## src/rtl/quad_count_ctrl.sv

```systemverilog
// quad_count_ctrl: quadrature encoder front end for a cascaded sn74ls669 chain.
// The two asynchronous encoder phases are synchronised, filtered and decoded into
// registered count strobes. Illegal (two-bit) transitions are flagged, and synchronous
// clear requests become load pulses.
// Ports:
//   CLOCK, RESETn     : clock; asynchronous active-low reset
//   PHASE_A, PHASE_B  : asynchronous encoder phases
//   CLEAR             : synchronous request to load zero into the counter chain
//   ERR_CLR           : synchronous clear of ERROR
//   CNT_ENn           : active-low single-cycle count strobe
//   U_Dn              : direction level (1 = up, 0 = down)
//   LOADn             : active-low synchronous load (counter DATA pins tied to 0)
//   ERROR             : sticky illegal-transition flag
module quad_count_ctrl #(
  parameter int unsigned FILTER_LEN = 3
) (
  input  logic CLOCK,
  input  logic RESETn,
  input  logic PHASE_A,
  input  logic PHASE_B,
  input  logic CLEAR,
  input  logic ERR_CLR,
  output logic CNT_ENn,
  output logic U_Dn,
  output logic LOADn,
  output logic ERROR
);

  localparam int unsigned RUN_W = 4;
  localparam logic [RUN_W-1:0] FILT_MAX = RUN_W'(FILTER_LEN);
  localparam bit FILT_ONE = (FILTER_LEN <= 1);

  // State encoding: the low two bits are {fA,fB}; bit 2 marks INIT.
  localparam logic [2:0] ST_INIT = 3'b100;
  localparam logic [2:0] ST_S00  = 3'b000;
  localparam logic [2:0] ST_S01  = 3'b001;
  localparam logic [2:0] ST_S11  = 3'b011;
  localparam logic [2:0] ST_S10  = 3'b010;

  // Channel index 1 is phase A and index 0 is phase B.
  logic [1:0]            sync1;
  logic [1:0]            sync2;
  logic [1:0]            filt;
  logic [1:0]            valid;
  logic [1:0][RUN_W-1:0] run;

  logic [2:0] state;
  logic [2:0] state_d;
  logic       step;
  logic       up;
  logic       illegal;
  logic       cnt_en_n_d;
  logic       u_dn_d;
  logic       load_n_d;
  logic       error_d;

  // Position of a phase pair in the up sequence 00 -> 10 -> 11 -> 01.
  function automatic logic [1:0] gray_idx(input logic [1:0] ab);
    return {ab[0], ab[1] ^ ab[0]};
  endfunction

  // Two-flop synchronisers and the per-channel run-length filter.
  always_ff @(posedge CLOCK or negedge RESETn) begin
    if (!RESETn) begin
      sync1 <= '0;
      sync2 <= '0;
      filt  <= '0;
      valid <= '0;
      run   <= '0;
    end else begin
      sync1 <= {PHASE_A, PHASE_B};
      sync2 <= sync1;
      for (int ch = 0; ch < 2; ch++) begin
        if (!valid[ch]) begin
          // Before the first accepted level, filt tracks the current candidate level.
          if (sync2[ch] != filt[ch]) begin
            filt[ch] <= sync2[ch];
            if (FILT_ONE) begin
              valid[ch] <= 1'b1;
              run[ch]   <= '0;
            end else begin
              run[ch] <= RUN_W'(1);
            end
          end else if (run[ch] + RUN_W'(1) >= FILT_MAX) begin
            valid[ch] <= 1'b1;
            run[ch]   <= '0;
          end else begin
            run[ch] <= run[ch] + RUN_W'(1);
          end
        end else if (sync2[ch] == filt[ch]) begin
          run[ch] <= '0;
        end else if (run[ch] + RUN_W'(1) >= FILT_MAX) begin
          filt[ch] <= sync2[ch];
          run[ch]  <= '0;
        end else begin
          run[ch] <= run[ch] + RUN_W'(1);
        end
      end
    end
  end

  // State and registered outputs.
  always_ff @(posedge CLOCK or negedge RESETn) begin
    if (!RESETn) begin
      state   <= ST_INIT;
      CNT_ENn <= 1'b1;
      U_Dn    <= 1'b1;
      LOADn   <= 1'b1;
      ERROR   <= 1'b0;
    end else begin
      state   <= state_d;
      CNT_ENn <= cnt_en_n_d;
      U_Dn    <= u_dn_d;
      LOADn   <= load_n_d;
      ERROR   <= error_d;
    end
  end

  // Next-state decode; a CLEAR in the same cycle discards the step but not the move.
  always_comb begin
    state_d = state;
    step    = 1'b0;
    up      = 1'b0;
    illegal = 1'b0;
    if (state == ST_INIT) begin
      if (&valid) state_d = {1'b0, filt};
    end else if (filt != state[1:0]) begin
      state_d = {1'b0, filt};
      if ((filt ^ state[1:0]) == 2'b11) begin
        illegal = 1'b1;
      end else begin
        step = 1'b1;
        up   = (gray_idx(filt) == gray_idx(state[1:0]) + 2'd1);
      end
    end
    load_n_d   = ~CLEAR;
    cnt_en_n_d = ~(step & ~CLEAR);
    u_dn_d     = (step & ~CLEAR) ? up : U_Dn;
    error_d    = illegal | (ERROR & ~ERR_CLR);
  end

endmodule
```

## config.mk

```make
export PLATFORM = sky130hd
export DESIGN_NAME = quad_count_ctrl
export DESIGN_NICKNAME = d
export VERILOG_FILES = /design/src/rtl/quad_count_ctrl.sv
export SDC_FILE = /design/constraint.sdc
export NUM_CORES = 1
export LEC_CHECK = 0
export ABC_AREA = 1
export ABC_CLOCK_PERIOD_IN_PS = 1500
export BUFFER_PORTS_ARGS = -buffer_cell sky130_fd_sc_hd__buf_4
export CORE_ASPECT_RATIO = 0.7
export CORE_MARGIN = 8
export CORE_UTILIZATION = 35
export DETAILED_ROUTE_END_ITERATION = 16
export PLACE_DENSITY = 0.5
export SYNTH_ARGS = -nofsm -noshare
export SYNTH_HDL_FRONTEND = slang
export SYNTH_SLANG_ARGS = --single-unit
```

## constraint.sdc

```tcl
create_clock -name CLOCK -period 1.5 [get_ports CLOCK]
set_clock_uncertainty 0.2 [all_clocks]
set_input_delay 0 -clock CLOCK [delete_from_list [all_inputs] [get_ports CLOCK]]
set_output_delay 0 -clock CLOCK [all_outputs]
set_load 0.02 [all_outputs]
```

==> results of run 1 <==
-- report_power, final --
| group | total, mW | internal [mW] | leakage [nW] | switching [mW] |
|---|---|---|---|---|
| clock | 0.379 | 0.185 | 0.0255 | 0.194 |
| combinational | 0.842 | 0.436 | 0.472 | 0.406 |
| sequential | 0.790 | 0.723 | 0.264 | 0.0675 |
| total | 2.01 | 1.34 | 0.761 | 0.668 |
-- per-layer routing --
layer  wire length (µm)  global-route usage, %
met1               1003                  9.553
met2                857                  12.30
met3                 96                  4.108
met4                  8                  2.575
met5                  0                      0
-- per-stage QoR --
stage	power, mW	TNS [ns]	hold slack [ns]
finish	2.012	-0.09463	0.1550
global route	2.180	-0.3301	0.1644
CTS	1.994	-0.1160	0.1588
detailed placement	1.538	-0.2745	-0.2863
global placement	1.529	-0.2023	-0.2860
floorplan	1.254	-0.06637	-0.4956
-- layout make-up --
cell class	instances	share of cell area (%)
clock buffers	3	2.707
clock inverters	1	0.3281
inverters	24	5.906
multi-input cells	77	35.44
flip-flops and latches	23	38.23
well taps	38	3.117
repair buffers	27	14.27
-- flip-flops by register name (all words and copies together), names as in the netlist --
| register | count |
|---|---|
| U_Dn | 1 |
| valid | 2 |
| CNT_ENn | 1 |
| sync2 | 2 |
| run | 8 |
| ERROR | 1 |
| state | 3 |
| sync1 | 2 |
| LOADn | 1 |
| filt | 2 |
-- worst paths after layout --
| check | start | end | slack [ns] | depth (start not counted) |
|---|---|---|---|---|
| setup / recovery | filt[0] | U_Dn | -0.09 | 7 |
| hold / removal | sync1[0] | sync2[0] | 0.15 | 0 |
| setup reg to reg | filt[0] | U_Dn | -0.09 | 7 |
| hold reg to reg | sync1[0] | sync2[0] | 0.15 | 0 |
| max in group asynchronous | RESETn | U_Dn | 0.32 | 3 |
| min in group asynchronous | RESETn | run[1] | 0.50 | 3 |
-- logic make-up (layout without fill, tap and decap cells) --
group,after synthesis,in the layout
AOI/OAI and AO/OA,11,11
xor gates and xnor gates,4,4
adders and majority gates,8,8
buffers and inverters,25,55
DFF,23,23
other,1,4
and+or+nand+nor,50,50
-- cell usage in the layout, fill, tap and decap left out, drive strengths merged --
cell type / n
nand4: 4
inv: 24
dlygate4sd3: 6
nand3b: 1
buf: 21
o21ai: 8
dfstp: 4
xnor2: 4
nor2: 8
clkbuf: 3
conb: 4
clkinv: 1
ha: 8
a21o: 1
nand3: 8
o21a: 2
or2: 2
nand2: 27
dfrtp: 19
-- what timing repair did --
action	in CTS	in global routing
endpoints found under the setup margin	6	9
setup buffers	1	2
gates resized for setup	12	12
pin swaps	7	6
hold endpoints to repair	29	0
hold buffers	6	0
==> summary.md, run 1 <==
| Metric | Value |
|---|---|
| Outcome | `finished, violations left` |
| Failing checks | `setup timing` |
| Count leader, synth | `nand2_1` |
| Setup-failing EPs final | `1` |
| Final setup margin | `-0.09463 ns` |
| Clock buffer depth | `2` |
| CP max-delay cell | `dfrtp_2` |
| Max_cap viols | `0` |
| Final Hold Fails | `0` |
| Worst setup SP type | `flip-flop` |
| Synth Area in Compound Gates | `5.902%` |
| Max FO, Critical Path | `3` |
| Register area | `583.1 µm²` |
| Min-delay worst type | `flip-flop to flip-flop` |
| Multiplexer share of the synthesized area | `0%` |
| Wire per inst | `10.19 µm` |
| Final net count | `170` |
| Main combinational cell family by area after synthesis | `simple AND/OR/NAND/NOR gates` |
| Initial antenna violation count | `0` |
| PortBufs | `9` |
| Post-layout util | `49.11%` |
| Placed instance count | `181` |
| DP Area | `1335 µm²` |
| GR Overflow Total | `0` |
| Post-synthesis xor/xnor area fraction | `4.454%` |
| Final wirelength | `1966 µm` |
| DIE AREA | `5308 µm²` |
| Antenna-violating nets left | `0` |
| Simple-gate portion of the synthesized area | `19.71%` |
| Site row count | `17` |
| Unrepaired setup endpoints after global routing | `true` |
| Critical Path Max Stage Delay | `0.45 ns` |
| GRT Total Usage | `8.045%` |
| Crit path buf inv count | `1` |
| Clk pin slew, worst setup/hold paths | `0.08 ns` |
| Antenna cells | `0` |
| Drt first pass iters | `4` |
| RePlAce Congestion | `0.7579` |
| DRC | `0` |
| Slew Limit Fails | `0` |
| Area leader, netlist | `dfrtp_1` |
| Area contributors post-synth | `dfrtp_1, dfstp_2, nand2_1, ha_1, inv_1` |
| Die Height | `63.41 µm` |
| Area of the multi-input gates | `540.5 µm²` |
| Max Freq | `0.6271 GHz` |
| Post-layout min period | `1.595 ns` |
| Critical Path AT | `1.59 ns` |
| Vias in the first global route | `815` |
| Routed vias/inst | `4.280` |
| Synth Instances | `122` |
| Initial Utilization | `36.18%` |
| Number of synthesized register bits | `23` |
| Worst Setup Path Type | `flip-flop to flip-flop` |
| Design area | `1525 µm²` |
| Top_reg_cell synth | `dfrtp_1` |
| Most frequent cells after synthesis | `nand2_1, inv_1, dfrtp_1` |
| Core Region | `3105 µm²` |
| CTS tree | `done` |
| Crit path cell chain | `xnor2_4 > inv_2 > ha_2 > or2_1 > nor2_1 > o21ai_1 > o21ai_1` |
| DP Wirelength | `1419 µm` |
| CP delay by family, top | `flip-flops` |
| Initial DRC count | `21` |
| H-Tree Depth | `1` |
| Post-synth EDFFs | `0` |
| VDD IR max | `0.0004828 V` |
| Worst skew pair latency | `0.26 ns` |
| Final std cells w/o fill | `193` |
| Req. time, crit path | `1.50 ns` |
| Vias | `826` |
| Sequential-to-total area share from yosys stat | `51.67%` |
| Synth-to-Final Area Change | `35.75%` |
| Crit. End Element | `flip-flop` |
| Post-Syn Area | `1124 µm²` |
| Largest net degree at the start of global routing | `24` |
| Post-Place Setup Slack | `-0.1188 ns` |
| Netlist cell types | `22` |
| Clk sinks | `23` |
| Global-route wire length before repair | `3505 µm` |
| Power Dens Cells | `1319 nW/µm²` |
| IO Pins | `10` |
| Ratio of cells with drive above 1 in the final layout | `38.06%` |
| Share of the synthesized area in the top cell type | `42.32%` |
| Leakage | `0.7615 nW` |
| Die X-Extent | `83.72 µm` |
| Adder-cell area share of the yosys netlist | `8.909%` |
| TritonCTS Buffers | `3` |
| Fill cells | `289` |
| Syn. warnings | `0` |
| Worst path most repeated cell | `o21ai_1` |
| Period utilization | `106.3%` |
| Syn_area_per_cell | `9.210 µm²` |
| Async SR Flop Fraction | `100.0%` |
| CTS root buf | `clkbuf_8` |
Note: power is estimated with default switching activity, not from simulation.
==> inputs of run 2 (changes only) <==
--- a/config.mk
+++ b/config.mk
@@ -6,13 +6,14 @@
 export NUM_CORES = 1
 export LEC_CHECK = 0
 export ABC_AREA = 1
-export ABC_CLOCK_PERIOD_IN_PS = 1500
+export ABC_CLOCK_PERIOD_IN_PS = 1300
 export BUFFER_PORTS_ARGS = -buffer_cell sky130_fd_sc_hd__buf_4
 export CORE_ASPECT_RATIO = 0.7
 export CORE_MARGIN = 8
 export CORE_UTILIZATION = 35
 export DETAILED_ROUTE_END_ITERATION = 16
 export PLACE_DENSITY = 0.5
+export SLEW_MARGIN = 10
 export SYNTH_ARGS = -nofsm -noshare
 export SYNTH_HDL_FRONTEND = slang
 export SYNTH_SLANG_ARGS = --single-unit
==> constraint.sdc (replaced) <==
create_clock -name CLOCK -period 1.3 [get_ports CLOCK]
set_clock_uncertainty 0.2 [all_clocks]
set_input_delay 0 -clock CLOCK [delete_from_list [all_inputs] [get_ports CLOCK]]
set_output_delay 0 -clock CLOCK [all_outputs]
set_load 0.02 [all_outputs]
==> run 2 against run 1 <==
  * The flow still finishes with violations (setup timing)
  * Sequential share of layout area fell by 2.6 points
  * Via count up 6.4%
  * Hold slack got worse by 0.0022 ns
  * Critical path type unchanged
  * Largest cell class is now multi-input gates
  * Largest power group unchanged
  * Highest routed layer unchanged
==> summary.md, run 2 (synthesized netlist as in run 1, its figures left out) <==
| Metric | Value |
|---|---|
| Worst Setup Path Type | `flip-flop to flip-flop` |
| Outcome | `finished, violations left` |
| GR Overflow Total | `0` |
| Unrepaired setup endpoints after global routing | `true` |
| Net Sw Power | `0.8183 mW` |
| Final wirelength | `2138 µm` |
| Period utilization | `124.3%` |
| Worst setup SP type | `flip-flop` |
| GRT Total Usage | `8.885%` |
| Routed vias/inst | `4.373` |
| Setup-failing EPs final | `14` |
| Crit. End Element | `flip-flop` |
| Hold EP | `sync2[1]` |
| Largest net degree at the start of global routing | `24` |
| Fill cells | `278` |
| Fin Setup TNS | `-1.908 ns` |
| Wire per inst | `10.64 µm` |
| Worst skew pair latency | `0.26 ns` |
| R2r setup slk | `-0.32 ns` |
| Failing checks | `setup timing` |
| Sequential power share | `36.9%` |
| Slew Limit Fails | `0` |
| Pint | `1.668 mW` |
| Synth-to-Final Area Change | `45.66%` |
| Max FO, Critical Path | `2` |
| Final setup margin | `-0.3158 ns` |
| Vias in the first global route | `926` |
| Min-delay worst type | `flip-flop to flip-flop` |
| Post-layout min period | `1.616 ns` |
| Worst hold path depth | `0` |
| Logic gate share of total power | `45.2%` |
| CTS root buf | `clkbuf_8` |
| Clock power share | `17.9%` |
| Site row count | `17` |
| RePlAce Congestion | `0.7653` |
| Clk pin slew, worst setup/hold paths | `0.08 ns` |
| Worst hold path startpoint | `sync1[1]` |
| PortBufs | `9` |
| Initial antenna violation count | `0` |
| Global-route wire length before repair | `3884 µm` |
| IO Pins | `10` |
| Antenna-violating nets left | `0` |
| Max_cap viols | `0` |
| H-Tree Depth | `1` |
| Max Freq | `0.6189 GHz` |
| Leakage | `0.8160 nW` |
| Sw frac | `32.91%` |
| Most frequent cells in the layout | `buf_4, nand2_1, dfrtp_1` |
| Post-layout util | `52.70%` |
| Die Height | `63.41 µm` |
| Final Hold Fails | `0` |
| Placed instance count | `186` |
| TritonCTS Buffers | `3` |
| Power Dens Cells | `1519 nW/µm²` |
| End of the worst register-to-register path | `U_Dn` |
| Req. time, crit path | `1.29 ns` |
| Top flop regs | `run x8, state x3` |
| Final std cells w/o fill | `201` |
| VDD IR max | `0.0007610 V` |
| Max reg flops | `8` |
| Die X-Extent | `83.72 µm` |
| Drt first pass iters | `4` |
| Critical Path AT | `1.61 ns` |
| CTS tree | `done` |
| DRC | `0` |
| Antenna cells | `0` |
| Initial DRC count | `24` |
| Vias | `879` |
| Final net count | `178` |
| Post-Place Setup Slack | `-0.3855 ns` |
| Clk sinks | `23` |
| DIE AREA | `5308 µm²` |
| Register-to-Register Path Depth | `7` |
| R2r startpoint | `filt[1]` |
| Initial Utilization | `36.18%` |
| Ratio of cells with drive above 1 in the final layout | `47.85%` |
| DP Wirelength | `1519 µm` |
| Largest Register | `run` |
| Core Region | `3105 µm²` |
| Clock buffer depth | `2` |
| Most common cell after layout, fill and taps aside | `buf_4` |
run 2: cell count changes in the layout (fill, tap and decap cells not counted), moves of 2 or more:
cell | before | now
inv_1 | 18 | 16
nand2_1 | 22 | 18
nand2_2 | 5 | 8
nand3_2 | 2 | 4
nor2_1 | 6 | 3
inv_2 | 6 | 8
nor2_2 | 1 | 3
buf_4 | 21 | 28
nand3_1 | 6 | 4
run 2: final cells by class:
class / count / area, µm² / area share, %
multi-input cells: 77 / 588.1 / 35.93
well taps: 38 / 47.55 / 2.905
clock buffers: 3 / 41.29 / 2.523
inverters: 24 / 90.09 / 5.505
repair buffers: 35 / 281.5 / 17.20
flip-flops and latches: 23 / 583.1 / 35.63
clock inverters: 1 / 5.005 / 0.3058
run 2: worst max path at each step:
stage / start / to / slack, ns / cells past startpoint
2_1_floorplan: filt[1] / U_Dn / -0.27 / 7
4_1_cts: filt[0] / U_Dn / -0.34 / 7
3_5_place_dp: state[1] / U_Dn / -0.39 / 7
5_1_grt: state[0] / U_Dn / -0.40 / 7
3_3_place_gp: state[1] / U_Dn / -0.27 / 7
6_report: filt[1] / U_Dn / -0.32 / 7
run 2: timing repair:
item	in CTS	in global routing
endpoints found under the hold margin	29	0
resized for setup	14	22
hold buffers	6	0
setup endpoints to repair	14	14
pin swaps	13	14
buffers inserted	4	3
run 2: critical path, cell delays in order, from the launching register on:
cell     delay, ns
dfrtp_1       0.42
xnor2_2       0.19
inv_1         0.08
ha_2          0.18
or2_1         0.20
nor2_1        0.08
o21ai_1       0.06
o21ai_1       0.14
run 2: layer usage:
metal | share of wire [%] | vias to the layer above | wire, µm | GRT usage [%]
li1 | - | 455 | - | -
met1 | 44 | 408 | 943 | 9.857
met2 | 49 | 12 | 1044 | 14.70
met3 | 5.8 | 4 | 124 | 4.236
met4 | 1.2 | 0 | 26 | 2.790
met5 | 0 | - | 0 | 0
run 2: power groups by stage:
stage / combinational, mW / sequential (mW) / clock [mW]
finish: 1.12 / 0.917 / 0.445
global route: 1.25 / 0.931 / 0.507
CTS: 0.997 / 0.913 / 0.465
detailed placement: 0.930 / 0.921 / 0
global placement: 0.910 / 0.912 / 0
floorplan: 0.493 / 0.962 / 0
run 2: stage by stage:
step           hold WS, ns  power, mW  instance area, µm²
2_1_floorplan      -0.4956      1.454                1164
3_3_place_gp       -0.2902      1.822                1380
3_5_place_dp       -0.2869      1.851                1380
4_1_cts             0.1562      2.375                1556
5_1_grt             0.1626      2.690                1637
6_report            0.1528      2.486                1637
